File: src/rtl/addsub_sched_pkg.sv
// Shared constants and types for the poly_addsub command scheduler.
package addsub_sched_pkg;

  // Operation select driven to poly_addsub on au_mode.
  localparam logic MODE_ADD = 1'b0;
  localparam logic MODE_SUB = 1'b1;

  // Start-to-done latency of poly_addsub in clock cycles.
  localparam int ADDSUB_LATENCY = 259;

  // Default watchdog: cycles spent waiting for done before aborting.
  // Must stay above ADDSUB_LATENCY so a healthy unit never trips it.
  localparam int SCHED_TIMEOUT = 320;

  // Executor states.
  typedef enum logic [1:0] {
    S_IDLE  = 2'd0,
    S_ISSUE = 2'd1,
    S_WAIT  = 2'd2,
    S_RESP  = 2'd3
  } exec_state_e;

endpackage

File: src/rtl/addsub_sched_fifo.sv
// Synchronous command FIFO for the addsub scheduler. Pointers wrap modulo
// DEPTH (power of two); count runs 0..DEPTH. A push while full or a pop
// while empty is ignored. count_next_o exposes the next-state occupancy so
// the owner can register status flags without an extra cycle of lag.
module addsub_sched_fifo
  import addsub_sched_pkg::*;
#(
  parameter int DEPTH = 4,
  parameter int WIDTH = 5
) (
  input  logic                    clk,
  input  logic                    rst_n,
  input  logic                    push_i,
  input  logic [WIDTH-1:0]        wdata_i,
  input  logic                    pop_i,
  output logic [WIDTH-1:0]        rdata_o,
  output logic                    full_o,
  output logic                    empty_o,
  output logic [$clog2(DEPTH):0]  count_o,
  output logic [$clog2(DEPTH):0]  count_next_o
);

  localparam int PTR_W = $clog2(DEPTH);
  localparam int CNT_W = PTR_W + 1;

  logic [WIDTH-1:0] mem_q [DEPTH];
  logic [PTR_W-1:0] wr_ptr_q;
  logic [PTR_W-1:0] rd_ptr_q;
  logic [CNT_W-1:0] count_q;
  logic [CNT_W-1:0] count_d;
  logic             push_ok_s;
  logic             pop_ok_s;

  // Status flags, qualified push/pop and next occupancy.
  always_comb begin
    full_o    = (count_q == CNT_W'(DEPTH));
    empty_o   = (count_q == {CNT_W{1'b0}});
    push_ok_s = push_i && !full_o;
    pop_ok_s  = pop_i && !empty_o;
    case ({push_ok_s, pop_ok_s})
      2'b10:   count_d = count_q + CNT_W'(1);
      2'b01:   count_d = count_q - CNT_W'(1);
      default: count_d = count_q;
    endcase
  end

  // Pointer and occupancy registers; reset empties the FIFO.
  always_ff @(posedge clk or negedge rst_n) begin
    if (!rst_n) begin
      wr_ptr_q <= {PTR_W{1'b0}};
      rd_ptr_q <= {PTR_W{1'b0}};
      count_q  <= {CNT_W{1'b0}};
    end else begin
      if (push_ok_s) begin
        wr_ptr_q <= wr_ptr_q + PTR_W'(1);
      end
      if (pop_ok_s) begin
        rd_ptr_q <= rd_ptr_q + PTR_W'(1);
      end
      count_q <= count_d;
    end
  end

  // Entry storage; cleared on reset so no stale command survives it.
  always_ff @(posedge clk or negedge rst_n) begin
    if (!rst_n) begin
      for (int i = 0; i < DEPTH; i++) begin
        mem_q[i] <= {WIDTH{1'b0}};
      end
    end else if (push_ok_s) begin
      mem_q[wr_ptr_q] <= wdata_i;
    end
  end

  assign rdata_o      = mem_q[rd_ptr_q];
  assign count_o      = count_q;
  assign count_next_o = count_d;

endmodule

File: src/rtl/addsub_sched.sv
// addsub_sched: shares one poly_addsub unit between two requesters.
// Requests are granted round-robin into a small FIFO; a single executor pops
// one command at a time, pulses au_start, waits for au_done (or a watchdog
// timeout) and returns a tagged completion on the shared response bus.
module addsub_sched
  import addsub_sched_pkg::*;
#(
  parameter int DEPTH   = 4,
  parameter int TAG_W   = 3,
  parameter int TIMEOUT = SCHED_TIMEOUT
) (
  input  logic                   clk,
  input  logic                   rst_n,
  input  logic                   r0_valid,
  output logic                   r0_ready,
  input  logic                   r0_mode,
  input  logic [TAG_W-1:0]       r0_tag,
  input  logic                   r1_valid,
  output logic                   r1_ready,
  input  logic                   r1_mode,
  input  logic [TAG_W-1:0]       r1_tag,
  output logic                   rsp_valid,
  output logic                   rsp_src,
  output logic [TAG_W-1:0]       rsp_tag,
  output logic                   rsp_err,
  output logic                   au_start,
  output logic                   au_mode,
  input  logic                   au_done,
  input  logic                   au_busy,
  output logic                   sched_busy,
  output logic [$clog2(DEPTH):0] fifo_count
);

  localparam int CNT_W = $clog2(DEPTH) + 1;
  localparam int ENT_W = 2 + TAG_W;
  localparam int TMR_W = $clog2(TIMEOUT);
  localparam logic [TMR_W-1:0] TMR_LAST = TMR_W'(TIMEOUT - 1);

  // Arbitration
  logic             rr_q;
  logic             rr_d;
  logic             gnt0_s;
  logic             gnt1_s;
  logic             push_s;
  logic [ENT_W-1:0] push_data_s;

  // FIFO
  logic             pop_s;
  logic [ENT_W-1:0] head_s;
  logic             fifo_full_s;
  logic             fifo_empty_s;
  logic [CNT_W-1:0] count_s;
  logic [CNT_W-1:0] count_next_s;

  // Executor
  exec_state_e      state_q;
  exec_state_e      state_d;
  logic [TMR_W-1:0] timer_q;
  logic [TMR_W-1:0] timer_d;
  logic             cur_src_q;
  logic             cur_src_d;
  logic             cur_mode_q;
  logic             cur_mode_d;
  logic [TAG_W-1:0] cur_tag_q;
  logic [TAG_W-1:0] cur_tag_d;
  logic             cur_err_q;
  logic             cur_err_d;

  // Registered outputs
  logic             rsp_valid_q;
  logic             rsp_src_q;
  logic [TAG_W-1:0] rsp_tag_q;
  logic             rsp_err_q;
  logic             au_start_q;
  logic             sched_busy_q;

  // Grant at most one requester per cycle; the pointer only moves on a
  // contested cycle. Ready uses the current full flag even if a pop is due.
  always_comb begin
    gnt0_s = 1'b0;
    gnt1_s = 1'b0;
    rr_d   = rr_q;
    if (fifo_full_s) begin
      gnt0_s = 1'b0;
      gnt1_s = 1'b0;
    end else if (r0_valid && r1_valid) begin
      if (rr_q == 1'b0) begin
        gnt0_s = 1'b1;
      end else begin
        gnt1_s = 1'b1;
      end
      rr_d = ~rr_q;
    end else if (r0_valid) begin
      gnt0_s = 1'b1;
    end else if (r1_valid) begin
      gnt1_s = 1'b1;
    end else begin
      gnt0_s = 1'b0;
      gnt1_s = 1'b0;
    end
  end

  // Entry layout is {src, mode, tag}.
  assign push_s      = gnt0_s | gnt1_s;
  assign push_data_s = gnt1_s ? {1'b1, r1_mode, r1_tag} : {1'b0, r0_mode, r0_tag};
  assign r0_ready    = gnt0_s;
  assign r1_ready    = gnt1_s;

  // Round-robin pointer.
  always_ff @(posedge clk or negedge rst_n) begin
    if (!rst_n) begin
      rr_q <= 1'b0;
    end else begin
      rr_q <= rr_d;
    end
  end

  addsub_sched_fifo #(
    .DEPTH (DEPTH),
    .WIDTH (ENT_W)
  ) u_fifo (
    .clk          (clk),
    .rst_n        (rst_n),
    .push_i       (push_s),
    .wdata_i      (push_data_s),
    .pop_i        (pop_s),
    .rdata_o      (head_s),
    .full_o       (fifo_full_s),
    .empty_o      (fifo_empty_s),
    .count_o      (count_s),
    .count_next_o (count_next_s)
  );

  // Executor next state: pop, issue, wait for done or timeout, respond.
  // After a timeout the unit may still be busy, so IDLE waits on au_busy.
  always_comb begin
    state_d    = state_q;
    timer_d    = timer_q;
    cur_src_d  = cur_src_q;
    cur_mode_d = cur_mode_q;
    cur_tag_d  = cur_tag_q;
    cur_err_d  = cur_err_q;
    pop_s      = 1'b0;
    case (state_q)
      S_IDLE: begin
        if (!fifo_empty_s && !au_busy) begin
          pop_s      = 1'b1;
          cur_src_d  = head_s[ENT_W-1];
          cur_mode_d = head_s[ENT_W-2];
          cur_tag_d  = head_s[TAG_W-1:0];
          state_d    = S_ISSUE;
        end else begin
          state_d = S_IDLE;
        end
      end
      S_ISSUE: begin
        timer_d = {TMR_W{1'b0}};
        state_d = S_WAIT;
      end
      S_WAIT: begin
        if (au_done) begin
          cur_err_d = 1'b0;
          state_d   = S_RESP;
        end else if (timer_q == TMR_LAST) begin
          cur_err_d = 1'b1;
          state_d   = S_RESP;
        end else begin
          timer_d = timer_q + TMR_W'(1);
        end
      end
      S_RESP: begin
        state_d = S_IDLE;
      end
      default: begin
        state_d = S_IDLE;
      end
    endcase
  end

  // Executor state, watchdog timer and current-command registers.
  always_ff @(posedge clk or negedge rst_n) begin
    if (!rst_n) begin
      state_q    <= S_IDLE;
      timer_q    <= {TMR_W{1'b0}};
      cur_src_q  <= 1'b0;
      cur_mode_q <= 1'b0;
      cur_tag_q  <= {TAG_W{1'b0}};
      cur_err_q  <= 1'b0;
    end else begin
      state_q    <= state_d;
      timer_q    <= timer_d;
      cur_src_q  <= cur_src_d;
      cur_mode_q <= cur_mode_d;
      cur_tag_q  <= cur_tag_d;
      cur_err_q  <= cur_err_d;
    end
  end

  // Output registers, loaded from next-state so pulses align with the state.
  always_ff @(posedge clk or negedge rst_n) begin
    if (!rst_n) begin
      rsp_valid_q  <= 1'b0;
      rsp_src_q    <= 1'b0;
      rsp_tag_q    <= {TAG_W{1'b0}};
      rsp_err_q    <= 1'b0;
      au_start_q   <= 1'b0;
      sched_busy_q <= 1'b0;
    end else begin
      rsp_valid_q  <= (state_d == S_RESP);
      au_start_q   <= (state_d == S_ISSUE);
      sched_busy_q <= (count_next_s != {CNT_W{1'b0}}) || (state_d != S_IDLE);
      if (state_d == S_RESP) begin
        rsp_src_q <= cur_src_d;
        rsp_tag_q <= cur_tag_d;
        rsp_err_q <= cur_err_d;
      end else begin
        rsp_src_q <= rsp_src_q;
        rsp_tag_q <= rsp_tag_q;
        rsp_err_q <= rsp_err_q;
      end
    end
  end

  assign rsp_valid  = rsp_valid_q;
  assign rsp_src    = rsp_src_q;
  assign rsp_tag    = rsp_tag_q;
  assign rsp_err    = rsp_err_q;
  assign au_start   = au_start_q;
  assign au_mode    = cur_mode_q;
  assign sched_busy = sched_busy_q;
  assign fifo_count = count_s;

endmodule

File: config.mk
export PLATFORM = sky130hd
export DESIGN_NAME = addsub_sched
export DESIGN_NICKNAME = d
export VERILOG_FILES = /design/src/rtl/addsub_sched_pkg.sv /design/src/rtl/addsub_sched_fifo.sv /design/src/rtl/addsub_sched.sv
export SDC_FILE = /design/constraint.sdc
export NUM_CORES = 1
export LEC_CHECK = 0
export BUFFER_PORTS_ARGS = -buffer_cell sky130_fd_sc_hd__buf_4
export CAP_MARGIN = 20
export CORE_AREA = 3 3 72 74
export CTS_CLUSTER_SIZE = 14
export DETAILED_ROUTE_END_ITERATION = 8
export DIE_AREA = 0 0 75 77
export PLACE_DENSITY = 0.8
export SYNTH_ARGS = -nofsm -noshare
export SYNTH_HDL_FRONTEND = slang
export SYNTH_SLANG_ARGS = --single-unit
File: constraint.sdc
create_clock -name clk -period 2.62 [get_ports clk]
set_input_delay 0.131 -clock clk [delete_from_list [all_inputs] [get_ports clk]]
set_output_delay 0.131 -clock clk [all_outputs]
set_load 0.05 [all_outputs]
=== Yosys cells after proc, flatten, opt, wreduce, memory -nomap -nowiden ===
Index checks and enable logic that the tools add are counted.

* Add/subtract/negate cells: 5
* Bitwise logic cells: 5
* Magnitude comparators: 3
* Reductions and logical operators: 17
* Eq/ne operators: 11
* Mux-type cells: 33

{| class="wikitable"
|+ Operators with widths
! kind !! number
|-
| $bwmux 20 || 1
|-
| $mux 5 || 4
|-
| $mux 9 || 2
|-
| $pmux 9 s2 || 1
|-
| $mux 1 || 17
|-
| $bmux 5 s2 || 1
|-
| $demux 5 s2 || 1
|-
| $add 9x1->9 const B || 1
|-
| $eq 9x9->1 const B || 1
|-
| $eq 2x2->1 const B || 4
|-
| $pmux 2 s4 || 1
|-
| $eq 2x1->1 const B || 3
|-
| $ge 3x3->1 const B || 2
|-
| $mux 3 || 2
|-
| $not 2->3 || 2
|-
| $pmux 3 s2 || 1
|-
| $logic_and 1x1->1 || 5
|-
| $add 2x1->2 const B || 2
|-
| $mux 2 || 2
|-
| $ne 2x2->1 const B || 2
|-
| $reduce_and 2->1 || 2
|-
| $reduce_bool 2->1 || 2
|-
| $add 3x1->3 const B || 1
|-
| $eq 3x3->1 const B || 1
|-
| 10 further kinds || 13
|}

* Output and inout bits: 14
* Register bits after elaboration: 53
* Bits of input ports: 14

=== Logic depth before layout (Yosys ltp) ===
Gate-level depths: netlist of run 1.

* Depth in word-level cells: 10
* Depth in mapped cells: 11

=== By module ===
From an unflattened synthesis of run 1, not the netlist that was laid out.

* Cells, all modules: 207
* Area total of the unflattened synthesis: 2656.3 um^2

{| class="wikitable"
|+ By module, submodules not included
! module !! cells each !! area each (um^2) !! instances !! seq. area each (um^2)
|-
| addsub_sched || 120 || 1380.1 || 1 || 650.6
|-
| addsub_sched_fifo || 87 || 1276.2 || 1 || 675.6
|}

=== Worst setup path before layout of run 1 ===
OpenSTA, ideal clock, no wires.

* Path kind: register to register
* Start: register u_fifo.count_q[2], in the netlist u_fifo.count_o[2]
* End: register sched_busy_q, in the netlist sched_busy
* Cell stages (with the launch flop): 12
* Library setup time: 0.134 ns
* Period minus slack after synthesis: 2.646 ns
* Path slack: -0.026 ns
* Arrival time: 2.511 ns
* Cells stage by stage: dfrtp_1 -> or3b_1 -> o21a_1 -> buf_6 -> inv_2 -> ha_1 -> inv_1 -> fa_1 -> xor2_1 -> nor2_1 -> xor2_1 -> nand4bb_1

* Word-level cells in the longest chain between the ends: 10
* Elaborated cells between the ends (all ways): 22
* Those cells by class: add/sub: 2; eq/ne: 3; mux: 7; bitwise: 1; reduce/logical: 9

{| class="wikitable"
|+ Ends and longest elaborated chain
! item !! RTL line !! text
|-
| start, declared || addsub_sched_fifo.sv:29 || <nowiki>logic [CNT_W-1:0] count_q;</nowiki>
|-
| start signal, assigned || addsub_sched_fifo.sv:52 || <nowiki>count_q <= {CNT_W{1'b0}};</nowiki>
|-
| start signal, assigned || addsub_sched_fifo.sv:60 || <nowiki>count_q <= count_d;</nowiki>
|-
| $logic_not 3->1 || addsub_sched_fifo.sv:37 || <nowiki>empty_o = (count_q == {CNT_W{1'b0}});</nowiki>
|-
| $logic_not 1->1 || addsub_sched_fifo.sv:39, addsub_sched.sv:146 ||
|-
| $logic_and 1x1->1 || addsub_sched.sv:146 || <nowiki>if (!fifo_empty_s && !au_busy) begin</nowiki>
|-
| $mux 1 || addsub_sched.sv:146 ||
|-
| $mux 1 || addsub_sched.sv:144 || <nowiki>case (state_q)</nowiki>
|-
| $logic_and 1x1->1 || addsub_sched_fifo.sv:39 || <nowiki>pop_ok_s = pop_i && !empty_o;</nowiki>
|-
| $eq 2x1->1 or $eq 2x2->1 (tied branches) || addsub_sched_fifo.sv:40 || <nowiki>case ({push_ok_s, pop_ok_s})</nowiki>
|-
| $pmux 3 s2 * || addsub_sched_fifo.sv:40 ||
|-
| via count_next_s[2] || addsub_sched.sv:53 || <nowiki>logic [CNT_W-1:0] count_next_s;</nowiki>
|-
| $reduce_bool 3->1 * || addsub_sched.sv:211 || <nowiki>sched_busy_q <= (count_next_s != {CNT_W{1'b0}}) || (state_d != S_IDLE);</nowiki>
|-
| $logic_or 1x1->1 * || addsub_sched.sv:211 ||
|-
| end signal, assigned || addsub_sched.sv:211 ||
|-
| end, declared || addsub_sched.sv:75 || <nowiki>logic sched_busy_q;</nowiki>
|}

The timed path passes the listed nets; every way through them passes the cells marked *.
A chain may end at the register's enable or synchronous reset.

=== Worst setup path in the final report of run 1 ===
* Start: register u_fifo.count_q[1], in the netlist u_fifo.count_o[1]
* End: register sched_busy_q, in the netlist sched_busy

The elaborated chain is that of the path after synthesis.

==> impl_metrics.json, run 1 <==
{
  "switching_power_mw": 1.53,
  "antenna_found_initial": 0,
  "grt_pass1_wl_um": 7910,
  "clkPwrFrac": 0.128,
  "report.final.slew_viol_count": 0,
  "slowest_delay_ns": 0.47,
  "crit_top_cell": "xor2_1",
  "synth_fp_nets": 230,
  "drcViolationCount": 0,
  "max_slew_margin": 0.562,
  "cts_made_buffers": 5,
  "leakage_nw": 1.36,
  "async_flop_share": 1.00,
  "p_int_mw": 2.26,
  "path_clk_slew_ns": 0.09,
  "synth_cell_types": 48,
  "hold_viol_final": 0,
  "ctsResizeCount": 0,
  "hold_path.class": "in -> reg",
  "cts.sinks": 53,
  "busiest_layer": "met2",
  "synthFlopType": "dfrtp_1",
  "drt-wirelength-per-cell_um": 15.6,
  "grt_pass1_vias": 1654,
  "nets": 263,
  "num_vias": 1679,
  "num_rows": 25,
  "dr.pass1.iters": 4,
  "min_period_ns": 2.40,
  "grt_max_degree": 54,
  "avgSynthCellArea_sq_um": 12.7,
  "worstMarginPinSlew_ns": 0.657,
  "yosys_warnings": 0,
  "final_cell_mix": "dfrtp_1 (52), buf_4 (30), mux2_2 (25), inv_1 (12), nand2_1 (12)",
  "clockBufferDepth": 2,
  "cp.required_ns": 2.87,
  "syn_area_sq_um": 2610,
  "cp_top_family": "simple AND/OR/NAND/NOR gates",
  "finClkSkew_ns": 0.00477,
  "dr.first_iter.drc_count": 70,
  "num_io_pins": 28,
  "end_kind": "register",
  "finalCritPeriodShare": 0.915,
  "start_util": 0.561,
  "critical_path_class": "reg -> reg",
  "synth_seq_area_share": 0.508,
  "crit_arrival_ns": 2.64,
  "synthCells": 205,
  "synth-edff-count": 0,
  "finalPower_mw": 3.78,
  "root_buffer": "clkbuf_8",
  "max_freq_mhz": 417,
  "vdd_drop_max_mv": 0.664,
  "clk_latency_ns": 0.31,
  "core_sq_um": 4660,
  "pwr-share-comb": 0.492,
  "die_w_um": 75,
  "antenna_left": 0,
  "rsz0062_at_grt": "false",
  "die_area_sq_um": 5780,
  "final_common_cell": "dfrtp_1",
  "die_y_um": 77,
  "drive_gt1_frac": 0.360,
  "wirelength_um": 4580,
  "crit_chain": "or3b_1 -> o21a_1 -> inv_2 -> ha_1 -> inv_1 -> fa_1 -> xor2_1 -> nor2_1 -> xor2_1 -> nand4bb_1",
  "cap_violations": 0,
  "grt-ovfl-total": 0,
  "worstPathBufferInverterCount": 2,
  "power.density_nw_per_um2": 1270,
  "viasPerCell": 5.73,
  "critPathSlowestCell": "or3b_1",
  "cts-htree-levels": 2,
  "sequentialPowerShare": 0.380,
  "critPathLaunchType": "register",
  "use_met2": 0.267,
  "p_sw_frac": 0.403,
  "dp_hpwl_um": 3310,
  "setup_viol": 0,
  "use_met3": 0.0472,
  "place.gp.congestion": 0.837,
  "grt.total_usage": 0.178,
  "worstPathMaxFanout": 5,
  "synth_seq_cells": 53,
  "n_antenna_cell": 0,
  "port_buffers": 27,
  "grtUsageMet1": 0.252,
  "outcome": "completed",
  "fin_setup_tns_ns": 0,
  "cts_tree": "built",
  "area_growth_syn_to_layout_pct": 13.8
}
[layout make-up]
type                       instances  area [sq um]
fill                             371          1690
multi-input combinational        132          1190
inverter                          15          56.3
sequential                        53          1330
clock inverter                     2          13.8
timing repair buffer              31           235
clock buffer                       6          82.6
tap                               54          67.6
[per-layer routing]
| layer | wire length, um | up-vias |
|---|---|---|
| met1 | 2150 | 840 |
| met3 | 182 | 5 |
| li1 | - | 798 |
| met5 | 0 | - |
| met2 | 2190 | 36 |
| met4 | 60 | 0 |
[worst paths after layout]
kind	startpoint	endpoint	slack, ns	cells after the start
max reg2reg	u_fifo.count_o[1]	sched_busy	0.22	10
min in group asynchronous	rst_n	timer_q[6]	0.38	2
min	r0_valid	rr_q	0.12	3
max in group asynchronous	rst_n	u_fifo.count_o[2]	1.75	2
max	u_fifo.count_o[1]	sched_busy	0.22	10
min reg2reg	cur_err_q	cur_err_q	0.49	1
[cells in the mapped netlist, types with 3 or more instances]
cell type	instances	area share
a21oi_1	7	0.013
a22o_1	4	0.013
a31oi_1	3	0.0072
dfrtp_1	53	0.51
ha_1	10	0.048
inv_1	12	0.017
inv_2	3	0.0043
mux2_2	25	0.11
mux2_4	4	0.023
mux4_2	4	0.034
nand2_1	12	0.017
nand2_4	4	0.017
nor2_1	8	0.011
o21ai_0	5	0.0096
or3_1	5	0.012
xnor2_1	4	0.013
xor2_1	3	0.010
[worst register-to-register path, cell delays in order (launching register included)]
cell and delay (ns):
dfrtp_1 0.43, or3b_1 0.47, o21a_1 0.16, inv_2 0.05, ha_1 0.16, inv_1 0.06, fa_1 0.38, xor2_1 0.15
nor2_1 0.11, xor2_1 0.21, nand4bb_1 0.15
[kinds of logic (layout without fill, tap and decap cells)]
group / Yosys count / in the layout / share of synthesized area
flip-flops: 53 / 53 / 0.508
AND/OR/NAND/NOR: 48 / 48 / 0.119
multiplexers: 35 / 35 / 0.180
AO/OA/AOI/OAI: 31 / 31 / 0.0776
buffers and inverters: 20 / 54 / 0.0369
adder cells (fa/ha/maj): 11 / 11 / 0.0556
XOR/XNOR: 7 / 7 / 0.0235
[sequential cells by signal (all words and copies together) (netlist names)]
signal,flops
rsp_tag,3
u_fifo.wr_ptr_q,2
sched_busy,1
state_q,2
u_fifo.count_o,3
rsp_src,1
cur_src_q,1
cur_tag_q,3
u_fifo.mem_q,20
au_start,1
au_mode,1
cur_err_q,1
rsp_err,1
timer_q,9
u_fifo.rd_ptr_q,2
rsp_valid,1
rr_q,1
[power by group through the flow]
stage	registers (mW)	clock network [mW]	logic, mW
CTS	1.44	0.497	1.88
global route	1.49	0.531	2.03
floorplan	1.62	0	1.26
finish	1.44	0.484	1.86
global placement	1.44	0	1.82
detailed placement	1.45	0	1.87
[through the flow]
step | std cells | hold slack [ns] | cell area, sq um | setup slack, ns | utilization
floorplan | 205 | -0.165 | 2610 | 0.0248 | -
global placement | 284 | 0.209 | 2870 | 0.351 | 0.615
detailed placement | 284 | 0.209 | 2870 | 0.268 | 0.615
CTS | 293 | 0.113 | 2970 | 0.223 | 0.638
global route | 293 | 0.135 | 2970 | 0.0795 | 0.638
finish | 293 | 0.118 | 2970 | 0.223 | 0.638
[what timing repair did]
action                                 CTS  global route
setup buffers                            0             0
endpoints found under the hold margin   53             0
hold buffers                             1             0
No activity file was read; power rests on OpenSTA's default activity.
==> inputs of run 2 (changes only) <==
--- a/constraint.sdc
+++ b/constraint.sdc
@@ -3,2 +3,2 @@
 set_output_delay 0.131 -clock clk [all_outputs]
-set_load 0.05 [all_outputs]
+set_load 0.02 [all_outputs]
==> run 2 against run 1 <==
  * Cell count shrank 0.34%
  * Critical path type unchanged
  * Sequential share of layout area shrank 0.27 points
  * Largest power group unchanged
  * Highest routed layer unchanged
  * Sequential power about the same
  * Maximum frequency increased by 1.3%
==> impl_metrics.json, run 2 (synthesized netlist as in run 1, its figures left out) <==
{
  "critical_path_class": "reg -> reg",
  "worstPathMaxFanout": 5,
  "busiest_layer": "met2",
  "antenna_left": 0,
  "die_w_um": 75,
  "num_rows": 25,
  "worstPathBufferInverterCount": 2,
  "nets": 262,
  "hold_viol_final": 0,
  "dp_hpwl_um": 3240,
  "cts_made_buffers": 5,
  "worstMarginPinSlew_ns": 0.643,
  "core_sq_um": 4660,
  "num_vias": 1628,
  "cts.sinks": 53,
  "postCtsHoldBufs": 1,
  "place_area_sq_um": 2860,
  "whs_path_depth": 3,
  "cp.required_ns": 2.80,
  "grtUsageMet1": 0.245,
  "cp_top_family": "simple AND/OR/NAND/NOR gates",
  "end_kind": "register",
  "report.final.slew_viol_count": 0,
  "hold_path.class": "in -> reg",
  "use_met3": 0.0393,
  "drive_gt1_frac": 0.353,
  "antenna_found_initial": 0,
  "fin_setup_tns_ns": 0,
  "grt-ovfl-total": 0,
  "power.density_nw_per_um2": 1220,
  "outcome": "completed",
  "grt_max_degree": 54,
  "place.gp.congestion": 0.816,
  "dr.pass1.iters": 4,
  "whs_ns": 0.120,
  "final_common_cell": "dfrtp_1",
  "drcViolationCount": 0,
  "rsz0062_at_grt": "false",
  "crit_top_cell": "xor2_1",
  "drt-wirelength-per-cell_um": 15.2,
  "final_cell_mix": "dfrtp_1 (53), buf_4 (29), mux2_2 (25), inv_1 (12), nand2_1 (12)",
  "die_y_um": 77,
  "regMostFlops": "u_fifo.mem_q",
  "reg.largest.list": "u_fifo.mem_q: 20 flops, timer_q: 9 flops",
  "max_slew_margin": 0.572,
  "area_growth_syn_to_layout_pct": 14.4,
  "num_io_pins": 28,
  "cap_violations": 0,
  "grt.total_usage": 0.179,
  "n_antenna_cell": 0,
  "postLayoutCellArea_sq_um": 2990,
  "dr.first_iter.drc_count": 69,
  "critPathLaunchType": "register",
  "cp.depth": 10,
  "cts_tree": "built",
  "die_area_sq_um": 5780,
  "nFillCells": 359,
  "leakage_nw": 1.36,
  "grt_pass1_vias": 1693,
  "root_buffer": "clkbuf_8",
  "viasPerCell": 5.58,
  "start_util": 0.561,
  "reg2reg_depth": 10,
  "port_buffers": 27,
  "finalCritPeriodShare": 0.903,
  "slowest_delay_ns": 0.46,
  "crit_arrival_ns": 2.55,
  "postCtsSetupRepairBufs": 0,
  "ctsResizeCount": 0,
  "max_freq_mhz": 422,
  "use_met2": 0.285,
  "clockBufferDepth": 2,
  "finClkSkew_ns": 0.00518,
  "cts-htree-levels": 2,
  "grt_pass1_wl_um": 7970,
  "wirelength_um": 4440,
  "crit_chain": "or3b_1 -> o21a_1 -> inv_2 -> ha_1 -> inv_1 -> fa_1 -> xor2_1 -> nor2_1 -> xor2_1 -> nand4bb_1",
  "min_period_ns": 2.37,
  "critPathSlowestCell": "or3b_1",
  "vdd_drop_max_mv": 0.605,
  "setup_viol": 0,
  "largest_register_ffs": 20,
  "clk_latency_ns": 0.30,
  "path_clk_slew_ns": 0.09,
  "pre_cts_ws_ns": 0.254,
  "layout_setup_ws_ns": 0.253
}
run 2: cell count changes in the layout (fill, tap and decap cells not counted), sizes merged:
cell / previous run / this run
clkinv: 2 / 0
buf: 30 / 29
bufinv: 0 / 1
clkinvlp: 0 / 1
run 2: area by class of cell:
type                    count  area [sq um]  share of cell area
clock buffers               6          82.6              0.0276
clock inverters             2          37.5              0.0126
inverters                  15          56.3              0.0188
multi-input cells         132          1190               0.398
flip-flops and latches     53          1330               0.444
well taps                  54          67.6              0.0226
repair buffers             30           228              0.0762
run 2: worst reg2reg max path, delay by kind of cell, from the launching register on:
kind / cells / cell delay [ns]
xor+xnor: 2 / 0.31
flops: 1 / 0.43
compound gates: 1 / 0.17
simple gates: 3 / 0.72
buf+inv: 2 / 0.11
fa+ha+maj: 2 / 0.53
run 2: worst paths after layout:
| path | start | slack (ns) | to |
|---|---|---|---|
| worst max-delay path | u_fifo.count_o[1] | 0.25 | sched_busy |
| max in group asynchronous | rst_n | 1.80 | u_fifo.count_o[1] |
| min in group asynchronous | rst_n | 0.37 | au_start |
| worst min-delay path | r0_valid | 0.12 | rr_q |
| worst max register to register | u_fifo.count_o[1] | 0.25 | sched_busy |
| worst min register to register | rr_q | 0.49 | rr_q |
run 2: through the flow:
step | power [mW] | cells | utilization
after floorplan | 2.68 | 205 | -
after global routing | 3.93 | 292 | 0.641
after global placement | 3.03 | 283 | 0.613
after detailed placement | 3.10 | 283 | 0.613
final | 3.65 | 292 | 0.641
after CTS | 3.69 | 292 | 0.641
run 2: where the power goes:
part | switching, mW | total (mW) | internal [mW]
combinational | 0.790 | 1.64 | 0.845
clock | 0.263 | 0.574 | 0.311
sequential | 0.263 | 1.44 | 1.18
run 2: layer usage:
layer	routed length (um)	up-vias
met5	0	-
met1	1940	797
met3	160	6
li1	-	795
met2	2270	30
met4	62	0
==> inputs of run 3 (changes only) <==
- ABC_AREA: not set -> 1
- CORE_AREA: 3 3 72 74 -> 3 3 74 76
- DIE_AREA: 0 0 75 77 -> 0 0 77 79
- PLACE_DENSITY: 0.8 -> 0.81
- clock period: 2.62 -> 2.4 ns (I/O delays scaled with it)
==> run 3 against run 2 <==
  * Clock power is 13% lower
  * Combinational power up 21%
  * Via count up 32%
  * Wire length is 21% higher
  * Critical path type unchanged
  * Critical endpoint unchanged
  * Largest power group unchanged
  * Highest routed layer unchanged
==> impl_metrics.json, run 3 <==
{
  "nFillCells": 397,
  "grt_max_degree": 54,
  "yosys_warnings": 0,
  "drcViolationCount": 0,
  "yosys.area.top_type_share": 0.471,
  "worstPathBufferInverterCount": 4,
  "clockBufferDepth": 2,
  "end_kind": "register",
  "seqCellArea_sq_um": 1330,
  "regMostFlops": "u_fifo.mem_q",
  "yosys-top-cells-count": "nand2_1 (115), inv_1 (55), dfrtp_1 (53)",
  "synthCells": 347,
  "worstMarginPinSlew_ns": 0.667,
  "num_io_pins": 28,
  "synth-edff-count": 0,
  "report.final.slew_viol_count": 0,
  "max_slew_margin": 0.555,
  "wirelength_um": 5360,
  "place_area_sq_um": 3070,
  "drive_gt1_frac": 0.175,
  "clk_latency_ns": 0.31,
  "drt-wirelength-per-cell_um": 11.9,
  "core_sq_um": 4790,
  "reg.largest.list": "u_fifo.mem_q: 20 flops, timer_q: 9 flops",
  "die_area_sq_um": 6080,
  "busiest_layer": "met2",
  "setup_viol": 0,
  "cp_top_family": "adder cells",
  "crit_top_cell": "inv_1",
  "start_util": 0.588,
  "hold_viol_final": 0,
  "port_buffers": 27,
  "num_rows": 25,
  "avgSynthCellArea_sq_um": 8.12,
  "cts_made_buffers": 5,
  "cts-htree-levels": 2,
  "synth_seq_cells": 53,
  "crit_arrival_ns": 2.37,
  "grtUsageMet1": 0.225,
  "finalPower_mw": 3.94,
  "cap_violations": 0,
  "place.gp.congestion": 0.831,
  "min_period_ns": 2.17,
  "cts_tree": "built",
  "final_common_cell": "nand2_1",
  "cp.required_ns": 2.60,
  "critPathSlowestCell": "fa_1",
  "grt_pass1_wl_um": 9190,
  "outcome": "completed",
  "hold_path.class": "in -> reg",
  "die_y_um": 79,
  "syn_area_sq_um": 2820,
  "die_w_um": 77,
  "grt.total_usage": 0.189,
  "critPathLaunchType": "register",
  "synthFlopType": "dfrtp_1",
  "max_freq_mhz": 460,
  "finClkSkew_ns": 0.00703,
  "antenna_found_initial": 0,
  "grt_pass1_vias": 2106,
  "path_clk_slew_ns": 0.10,
  "dp_hpwl_um": 3910,
  "grt-ovfl-total": 0,
  "largest_register_ffs": 20,
  "leakage_nw": 1.76,
  "area_growth_syn_to_layout_pct": 13.5,
  "critical_path_class": "reg -> reg",
  "cts.sinks": 53,
  "power.density_nw_per_um2": 1230,
  "async_flop_share": 1.00,
  "crit_chain": "inv_2 -> nand3_2 -> nand2_2 -> nand2_4 -> inv_1 -> ha_1 -> inv_1 -> fa_1 -> nand2_1 -> o21ai_0 -> inv_1 -> nor3_1 -> nand3b_1",
  "synth_fp_nets": 372,
  "finalCritPeriodShare": 0.905,
  "vdd_drop_max_mv": 1.02,
  "n_antenna_cell": 0,
  "dr.first_iter.drc_count": 135,
  "postLayoutCellArea_sq_um": 3200,
  "synth_cell_types": 32,
  "synth_seq_area_share": 0.471,
  "final_cell_mix": "nand2_1 (114), inv_1 (54), dfrtp_1 (53), buf_4 (32), o21ai_0 (27)",
  "root_buffer": "clkbuf_8",
  "yosysTopAreaCell": "dfrtp_1",
  "synth.most_common_cell": "nand2_1",
  "worstPathMaxFanout": 8,
  "use_met2": 0.335,
  "rsz0062_at_grt": "false",
  "num_vias": 2151,
  "dr.pass1.iters": 4,
  "nets": 406,
  "fin_setup_tns_ns": 0,
  "slowest_delay_ns": 0.48,
  "use_met3": 0.0442,
  "viasPerCell": 4.79,
  "netlist_top_cells_area": "dfrtp_1 (47%), nand2_1 (15%), inv_1 (7.3%)",
  "antenna_left": 0,
  "multiInputGateArea_sq_um": 1220
}
-- run 3: kinds of logic (layout without fill, tap and decap cells) --
logic type               Yosys count  after routing  synth area share
AND/OR/NAND/NOR                  172            172             0.286
buffers and inverters             67            102            0.0973
flip-flops                        53             53             0.471
AO/OA/AOI/OAI                     36             36            0.0693
adder cells (fa/ha/maj)           11             11            0.0515
XOR/XNOR                           8              8            0.0249
-- run 3: final timing paths --
kind | from | to | slack [ns] | depth (start not counted)
setup / recovery | u_fifo.count_o[0] | sched_busy | 0.23 | 13
hold / removal | r1_valid | rr_q | 0.12 | 3
setup reg to reg | u_fifo.count_o[0] | sched_busy | 0.23 | 13
hold reg to reg | rsp_tag[2] | rsp_tag[2] | 0.49 | 2
max in group asynchronous | rst_n | u_fifo.mem_q[18] | 1.57 | 2
min in group asynchronous | rst_n | timer_q[6] | 0.39 | 2
-- run 3: layout make-up --
cell class                      instances  share of cell area
Timing Repair Buffer                   33              0.0783
Clock buffer                            6              0.0227
Inverter                               61              0.0717
Clock inverter                          2             0.00470
Tap cell                               67              0.0262
Sequential cell                        53               0.415
Multi-Input combinational cell        227               0.381
-- run 3: power breakdown --
group,internal (mW),switching (mW),leakage [nW],total (mW)
registers,1.25,0.209,0.661,1.46
logic,0.730,1.25,1.06,1.98
clock network,0.206,0.293,0.0374,0.499
total,2.18,1.75,1.76,3.94
-- run 3: per-layer routing --
layer,up-vias,wire (um),part of all wire
li1,1116,-,-
met1,1001,2400,0.45
met2,26,2710,0.51
met3,8,151,0.028
met4,0,95,0.018
met5,-,0,0
-- run 3: metrics by stage --
stage,std cells,setup WS (ns),hold slack [ns],util
finish,449,0.227,0.124,0.668
global route,449,0.0176,0.118,0.668
CTS,446,0.104,0.111,0.662
detailed placement,437,0.122,0.206,0.642
global placement,437,0.241,0.194,0.642
floorplan,347,0.237,-0.176,-
-- run 3: tightest hold or removal path, delay by kind of cell --
family	cells	cell delay [ns]
buffers and inverters	1	0.12
xor gates and xnor gates	1	0.07
and+or+nand+nor	1	0.08
-- run 3: what timing repair did --
action / in CTS / in global routing
hold endpoints to repair: 53 / 0
gates resized for setup: 0 / 2
setup endpoints to repair: 0 / 1
setup buffers: 0 / 3
hold buffers: 1 / 0
